### config.mk
export PLATFORM = sky130hd
export DESIGN_NAME = shifter8_iter
export DESIGN_NICKNAME = d
export VERILOG_FILES = /design/src/rtl/shifter8_iter.sv
export SDC_FILE = /design/constraint.sdc
export NUM_CORES = 1
export LEC_CHECK = 0
export CAP_MARGIN = 15
export CORE_AREA = 2 2 61 63
export DETAILED_ROUTE_END_ITERATION = 8
export DIE_AREA = 0 0 63 65
export GPL_ROUTABILITY_DRIVEN = 0
export HOLD_SLACK_MARGIN = 0.08
export PLACE_DENSITY = 0.72
export REMOVE_ABC_BUFFERS = 1
export SLEW_MARGIN = 10
export SYNTH_ARGS = -nofsm -noshare
export SYNTH_HDL_FRONTEND = slang
export SYNTH_SLANG_ARGS = --single-unit
### constraint.sdc
create_clock -name clk -period 1.7 [get_ports clk]
set_input_delay 0.255 -clock clk [delete_from_list [all_inputs] [get_ports clk]]
set_output_delay 0.255 -clock clk [all_outputs]
set_load 0.02 [all_outputs]
### src/rtl/shifter8_iter.sv
// shifter8_iter: multi-cycle 8-bit shift unit.
//
// A single mux-based shift stage moves the accumulator by 0..3 positions per
// pass. The unit iterates that stage until the requested 3-bit amount has been
// consumed, then publishes the result on d_out with a one-cycle done pulse.
//
// Ports:
//   clk    in   system clock, rising-edge active
//   reset  in   synchronous, active-high reset
//   start  in   request, sampled only while busy=0
//   op     in   2'b00 LSL, 2'b01 LSR, 2'b10 ASR, 2'b11 ROR
//   d_in   in   8-bit operand, sampled with start
//   shamt  in   total shift amount 0..7, sampled with start
//   busy   out  high in SHIFT and DONE
//   done   out  one-cycle pulse when d_out carries a new result
//   d_out  out  registered result, held until the next completion
module shifter8_iter (
  input  logic       clk,
  input  logic       reset,
  input  logic       start,
  input  logic [1:0] op,
  input  logic [7:0] d_in,
  input  logic [2:0] shamt,
  output logic       busy,
  output logic       done,
  output logic [7:0] d_out
);

  typedef enum logic [1:0] {
    StIdle  = 2'd0,
    StShift = 2'd1,
    StDone  = 2'd2
  } state_e;

  localparam logic [1:0] OpLsl = 2'b00;
  localparam logic [1:0] OpLsr = 2'b01;
  localparam logic [1:0] OpAsr = 2'b10;
  localparam logic [1:0] OpRor = 2'b11;

  state_e     state_q, state_d;
  logic [7:0] acc_q, acc_d;
  logic [2:0] rem_q, rem_d;
  logic [1:0] op_q, op_d;
  logic [7:0] d_out_q, d_out_d;

  logic [1:0] step;
  logic [2:0] rem_next;
  logic [7:0] stage1;
  logic [7:0] stage_out;

  // Per-pass step is the remaining amount clamped to the stage maximum of 3.
  always_comb begin
    step     = (rem_q > 3'd3) ? 2'd3 : rem_q[1:0];
    rem_next = rem_q - {1'b0, step};
  end

  // Two-level shift stage: level 1 moves by step[0], level 2 by 2*step[1].
  // For ASR, level 1 preserves bit 7, so level 2 still sees the original sign.
  always_comb begin
    stage1 = acc_q;
    if (step[0]) begin
      unique case (op_q)
        OpLsl:   stage1 = {acc_q[6:0], 1'b0};
        OpLsr:   stage1 = {1'b0, acc_q[7:1]};
        OpAsr:   stage1 = {acc_q[7], acc_q[7:1]};
        OpRor:   stage1 = {acc_q[0], acc_q[7:1]};
        default: stage1 = acc_q;
      endcase
    end

    stage_out = stage1;
    if (step[1]) begin
      unique case (op_q)
        OpLsl:   stage_out = {stage1[5:0], 2'b00};
        OpLsr:   stage_out = {2'b00, stage1[7:2]};
        OpAsr:   stage_out = {{2{stage1[7]}}, stage1[7:2]};
        OpRor:   stage_out = {stage1[1:0], stage1[7:2]};
        default: stage_out = stage1;
      endcase
    end
  end

  // Next-state logic.
  always_comb begin
    state_d = state_q;
    acc_d   = acc_q;
    rem_d   = rem_q;
    op_d    = op_q;
    d_out_d = d_out_q;

    unique case (state_q)
      StIdle: begin
        if (start) begin
          acc_d   = d_in;
          rem_d   = shamt;
          op_d    = op;
          state_d = StShift;
        end
      end
      StShift: begin
        // A zero amount still takes one pass with step 0.
        acc_d = stage_out;
        rem_d = rem_next;
        if (rem_next == 3'd0) begin
          d_out_d = stage_out;
          state_d = StDone;
        end
      end
      StDone: begin
        state_d = StIdle;
      end
      default: begin
        state_d = StIdle;
      end
    endcase
  end

  always_ff @(posedge clk) begin
    if (reset) begin
      state_q <= StIdle;
      acc_q   <= 8'h00;
      rem_q   <= 3'd0;
      op_q    <= 2'b00;
      d_out_q <= 8'h00;
    end else begin
      state_q <= state_d;
      acc_q   <= acc_d;
      rem_q   <= rem_d;
      op_q    <= op_d;
      d_out_q <= d_out_d;
    end
  end

  always_comb begin
    busy  = (state_q == StShift) || (state_q == StDone);
    done  = (state_q == StDone);
    d_out = d_out_q;
  end

endmodule

==> reports/results.tsv, run 1 <==
stage	metric	value	unit
placement	hpwl dp	3390	um
timing	fin crit share	97.9	%
floorplan	Starting Density	43.8	%
floorplan	die area	4100	um2
grt	GRT Overall Usage	21.6	%
placement	Port Buffers	25	
timing	fin. max-slew vios	0	
cells_and_area	share of layout cells above drive strength 1	29.8	%
synthesis	Cells after Synth	194	
clock_network	Reg clk slew, reported paths	0.14	ns
clock_network	Clock Latency Late Sink	0.32	ns
timing	min cycle time layout	1.66	ns
grt	vias in the first global route	1528	
outcome	status	completed	
floorplan	die width	63	um
timing	Setup Total Neg Slack	0	ns
worst_setup_path	critical path required time	1.96	ns
synthesis	Top FF cell, synth	dfxtp_1	
drt	drt drc	0	
floorplan	Core Rows	22	
synthesis	area share of the largest cell type after synthesis	30.1	%
timing	Worst-Margin Slew	0.320	ns
synthesis	Post-synth ARST share	0	%
clock_network	clock buffer count from CTS	3	
worst_setup_path	critical path arrival	1.92	ns
clock_network	TritonCTS sink count	23	
cells_and_area	nets	276	
synthesis	syn avg cell area	7.89	um2
grt	global route overflow	0	
power	Peak VDD IR	1000	uV
worst_setup_path	startpoint types	flop	
run	number of max-cap violations	0	
synthesis	number of synthesized flops with an enable pin	0	
drt	Via density	5.72	
placement	Placed Cells	294	
timing	final setup fails	0	
drt	Pre-antenna DRT Iters	5	
synthesis	Post-Synthesis Cell Area	1530	um2
grt	global-route wire length before repair	7160	um
cells_and_area	fillers	317	
drt	Routed WL per cell	15.1	um
worst_setup_path	CP endpoint kind	flop	
timing	hold slack	0.501	ns
synthesis	sequential area share after synthesis	30.1	%
synthesis	Warnings, synthesis	0	
cells_and_area	ANT cells	0	
grt	initial antenna violation count	0	
grt	maximum number of pins on one net before global-route repair	16	
worst_setup_path	worst-path fanout max	6	
timing	Fin Clk Skew	0.0108	ns
floorplan	Core Box Area	3500	um2
timing	Hold Vio Cnt, Final	0	
drt	DR vias	1733	
clock_network	CTS root buffer	clkbuf_4	
clock_network	H-tree Lvls	1	
min_path	Hold Crit Class	input pin to flop	
power	Pleak	0.867	nW
clock_network	CTS tree	built	
clock_network	clock buffer depth	2	
timing	worst relative slew slack	78.6	%
power	P per Cell Area	1220	nW/um2
worst_setup_path	Setup CP Type	flop to flop	
timing	FMAX	601	MHz
synthesis	leading area contributor after synthesis	dfxtp_1	
drt	Detailed Route WL	4570	um
drt	Antenna Nets Post-Route	0	
drt	1st-iter DRT viols	104	
synthesis	count of state elements after synthesis	23	
synthesis	largest cells by area after synthesis	dfxtp_1 30%, a21oi_1 7.2%, nand2_1 5.2%, o21ai_0 4.6%, a211oi_1 4.4%	
floorplan	I/O pin cnt	26	
power	Pwr Total	0.00266	W
cells_and_area	final std cells w/o fill	303	
floorplan	floorplan die height	65	um
cells_and_area	synth-to-layout area growth	42.2	%
synthesis	post-synth cell types	53	
critical path, stage by stage, from the launching register on:
cell	delay, ns
dfxtp_4	0.42
buf_4	0.15
buf_4	0.11
buf_4	0.10
o21ai_0	0.07
o221a_1	0.26
or3_1	0.35
a21oi_1	0.14
where the power goes:
group	switching, W	internal, W	total [W]	leakage [nW]
Combinational	0.000800	0.000779	0.00158	0.657
Sequential	0.000153	0.000664	0.000817	0.192
Clock	0.000179	0.0000881	0.000267	0.0177
kinds of logic (layout without fill, tap and decap cells):
logic type      after synthesis  count (layout)  synth area share, %
fa+ha+maj                     4               4                 3.27
buf+inv                      19              80                 7.11
compound gates               77              77                 34.3
simple gates                 68              68                 22.4
flops                        23              23                 30.1
mux                           3               3                 2.78
placed cells by master, fill, tap and decap left out, types with 3 or more instances in the layout:
master | synthesis | routed
o21ai_0 | 14 | 13
nand3_1 | 5 | 5
a31oi_1 | 7 | 4
nor3b_1 | 5 | 5
nor2_1 | 18 | 16
a211oi_1 | 9 | 8
dfxtp_1 | 23 | 17
nand2b_1 | 4 | 4
a31oi_2 | 0 | 3
clkdlybuf4s50_1 | 0 | 23
inv_1 | 3 | 3
buf_4 | 1 | 45
nand2_1 | 21 | 21
dfxtp_2 | 0 | 4
a21oi_1 | 22 | 22
nor2_2 | 1 | 3
clkbuf_4 | 1 | 3
ha_1 | 4 | 4
stage by stage:
step	cell area [um2]	setup WS (ns)	utilization (%)
5_1_grt	2180	-0.0252	62.2
3_3_place_gp	2060	-0.0161	58.9
4_1_cts	2090	0.00753	59.7
3_5_place_dp	2060	-0.0523	58.9
2_1_floorplan	1440	-0.253	-
6_report	2180	0.0353	62.2
sequential cells by signal (all words and copies together) (netlist names):
name	cells
acc_q	8
d_out	8
rem_q	3
op_q	2
state_q	2
routing by layer:
metal	up-vias	part of all wire (%)	GRT usage [%]	routed length, um
met3	6	7.6	3.47	349
li1	842	-	-	-
met1	814	44	29.3	2010
met4	0	0.63	3.89	29
met5	-	0	0	0
met2	71	48	36.4	2190
cell type report:
| cell class | instances | area (um2) | share of cell area (%) |
|---|---|---|---|
| well taps | 48 | 60.1 | 2.76 |
| clock buffers | 3 | 22.5 | 1.04 |
| flip-flops and latches | 23 | 473 | 21.7 |
| multi-input cells | 152 | 1010 | 46.2 |
| clock inverters | 1 | 5.00 | 0.230 |
| repair buffers | 71 | 591 | 27.1 |
| inverters | 5 | 18.8 | 0.863 |
worst paths after layout:
path                            slack [ns]  endpoint  cells after the start  startpoint
worst max-delay path                  0.04  acc_q[2]                      7    rem_q[0]
worst min-delay path                  0.50  rem_q[0]                      3    shamt[0]
worst max register to register        0.04  acc_q[2]                      7    rem_q[0]
worst min register to register        0.51  d_out[6]                      2    d_out[6]
cell usage after synthesis, types with 2 or more instances:
cell	instances
a21oi_1	22
nor3b_1	5
mux2i_1	2
nand2_1	21
o21a_1	2
o22ai_1	2
a211oi_1	9
o21bai_1	2
ha_1	4
or2_2	2
o211ai_1	2
inv_1	3
o41ai_2	2
nand3_1	5
dfxtp_1	23
clkbuf_1	3
buf_2	6
buf_6	3
nand2b_1	4
a31oi_1	7
or2_1	2
o21ai_0	14
nor2_1	18
clkinv_1	2
timing repair:
item,CTS,global route
gates resized for setup,4,19
setup endpoints to repair,8,21
pin swaps,0,3
hold buffers,0,0
setup buffers,0,5
Note: power is estimated with default switching activity, not from simulation.
==> inputs of run 2 (changes only) <==
--- a/config.mk
+++ b/config.mk
@@ -10,6 +10,7 @@
 export DETAILED_ROUTE_END_ITERATION = 8
 export DIE_AREA = 0 0 63 65
 export GPL_ROUTABILITY_DRIVEN = 0
+export GPL_TIMING_DRIVEN = 0
 export HOLD_SLACK_MARGIN = 0.08
 export PLACE_DENSITY = 0.72
 export REMOVE_ABC_BUFFERS = 1
==> reports/results.tsv, run 2 (synthesis results as in run 1) <==
stage	metric	value	unit
cells_and_area	fillers	301	
drt	drt drc	0	
floorplan	die width	63	um
cells_and_area	share of layout cells above drive strength 1	22.1	%
worst_setup_path	CP endpoint kind	flop	
cells_and_area	nets	243	
floorplan	die area	4100	um2
drt	Antenna Nets Post-Route	0	
drt	Via density	6.12	
drt	Routed WL per cell	16.7	um
timing	RSZ-0062 raised after global routing	true	
min_path	Hold Crit Class	input pin to flop	
cells_and_area	fin area	2000	um2
floorplan	I/O pin cnt	26	
worst_setup_path	FF-to-FF Start	rem_q[2]	
worst_setup_path	critical path required time	1.93	ns
timing	min cycle time layout	1.71	ns
cells_and_area	ANT cells	0	
placement	Port Buffers	25	
grt	GRT Overall Usage	21.8	%
clock_network	CTS root buffer	clkbuf_4	
worst_setup_path	Slowest-stage cell, CP	dfxtp_4	
clock_network	clock buffer count from CTS	3	
worst_setup_path	CP Cell Sequence	buf_4 > nor3b_1 > a21oi_1 > o221ai_1 > o211ai_1 > a21oi_1	
worst_setup_path	worst-path fanout max	10	
cells_and_area	most frequent cells in the layout	22 x a21oi_1, 22 x clkdlybuf4s50_1, 21 x nand2_1	
grt	vias in the first global route	1511	
worst_setup_path	critical path arrival	1.94	ns
clock_network	H-tree Lvls	1	
placement	hpwl dp	2830	um
floorplan	Core Box Area	3500	um2
clock_network	hold buffer count at CTS	0	
clock_network	CTS tree	built	
timing	fin crit share	100	%
clock_network	TritonCTS sink count	23	
worst_setup_path	most frequent CP cell	a21oi_1	
timing	fin. max-slew vios	0	
timing	Worst-Margin Slew	0.720	ns
clock_network	clock buffer depth	2	
placement	Placed Cells	253	
placement	Area after DPL	1750	um2
min_path	hold path start	shamt[0]	
grt	maximum number of pins on one net before global-route repair	21	
cells_and_area	final std cells w/o fill	270	
grt	initial antenna violation count	0	
power	P per Cell Area	1250	nW/um2
cells_and_area	Core Util, Final	57.2	%
run	number of max-cap violations	0	
outcome	failing checks	negative setup slack	
cells_and_area	area of the multi-input gates	1070	um2
cells_and_area	synth-to-layout area growth	30.6	%
outcome	status	finished with violations	
grt	global-route wire length before repair	7250	um
drt	DR vias	1652	
timing	worst relative slew slack	52.0	%
floorplan	floorplan die height	65	um
worst_setup_path	Setup CP Type	flop to flop	
timing	Setup Total Neg Slack	-0.00796	ns
worst_setup_path	r2r worst-path depth	6	
min_path	Hold Path End	rem_q[0]	
timing	FMAX	586	MHz
drt	Pre-antenna DRT Iters	4	
drt	1st-iter DRT viols	76	
clock_network	Clock Latency Late Sink	0.31	ns
floorplan	Starting Density	43.8	%
worst_setup_path	RR Endpoint	acc_q[0]	
min_path	Hold Path Stages	3	
cells_and_area	FF+latch area	479	um2
clock_network	Reg clk slew, reported paths	0.13	ns
timing	final setup fails	2	
worst_setup_path	max incr delay on CP	0.40	ns
power	Peak VDD IR	846	uV
worst_setup_path	startpoint types	flop	
timing	Fin Clk Skew	0.0117	ns
grt	global route overflow	0	
power	Pleak	0.724	nW
worst_setup_path	setup slack, reg-to-reg	-0.005	ns
timing	min setup slack post-route	-0.00547	ns
timing	Hold Vio Cnt, Final	0	
power	Pwr Total	0.00250	W
floorplan	Core Rows	22	
drt	Detailed Route WL	4510	um
## run 2: metal layers
metal	track usage, %	vias to the layer above	routed length, um
li1	-	786	-
met2	36.3	99	2130
met3	2.60	11	338
met1	29.3	756	1960
met5	0	-	0
met4	7.22	0	74
## run 2: power breakdown
group / total [W] / leakage, nW / switching [W] / internal (W)
sequential: 0.000857 / 0.193 / 0.000191 / 0.000665
clock: 0.000252 / 0.0150 / 0.000161 / 0.0000916
combinational: 0.00139 / 0.516 / 0.000772 / 0.000617
## run 2: what timing repair did
action                     4_1_cts  5_1_grt
gates cloned                     1        1
buffers inserted                 3        8
pin swaps                        1        2
setup endpoints to repair       23       21
gates resized for setup         26       11
## run 2: cell type report
cell class | instances | area share [%]
Clock buffer | 4 | 1.31
Inverter | 5 | 1.00
Multi-Input combinational cell | 154 | 53.8
Sequential cell | 23 | 24.0
Tap cell | 48 | 3.01
Timing Repair Buffer | 36 | 16.9
## run 2: per-stage QoR
stage	setup WS (ns)	hold WS, ns
6_report	-0.00547	0.500
3_5_place_dp	-0.734	0.511
4_1_cts	0.00995	0.501
2_1_floorplan	-0.253	0.320
5_1_grt	-0.0806	0.476
3_3_place_gp	-0.809	0.503
## run 2: worst max-delay path: cells and delay by family, from the launching register on
| kind | cells | cell delay, ns |
|---|---|---|
| compound gates | 4 | 0.69 |
| buf+inv | 1 | 0.19 |
| flops | 1 | 0.40 |
| simple gates | 1 | 0.35 |
## run 2: worst max-delay path by stage
stage	to	cells after the start	from
5_1_grt	acc_q[6]	6	rem_q[2]
2_1_floorplan	acc_q[6]	5	state_q[1]
3_3_place_gp	rem_q[2]	6	state_q[1]
3_5_place_dp	d_out[6]	6	state_q[1]
6_report	acc_q[0]	6	rem_q[2]
4_1_cts	acc_q[2]	5	rem_q[1]
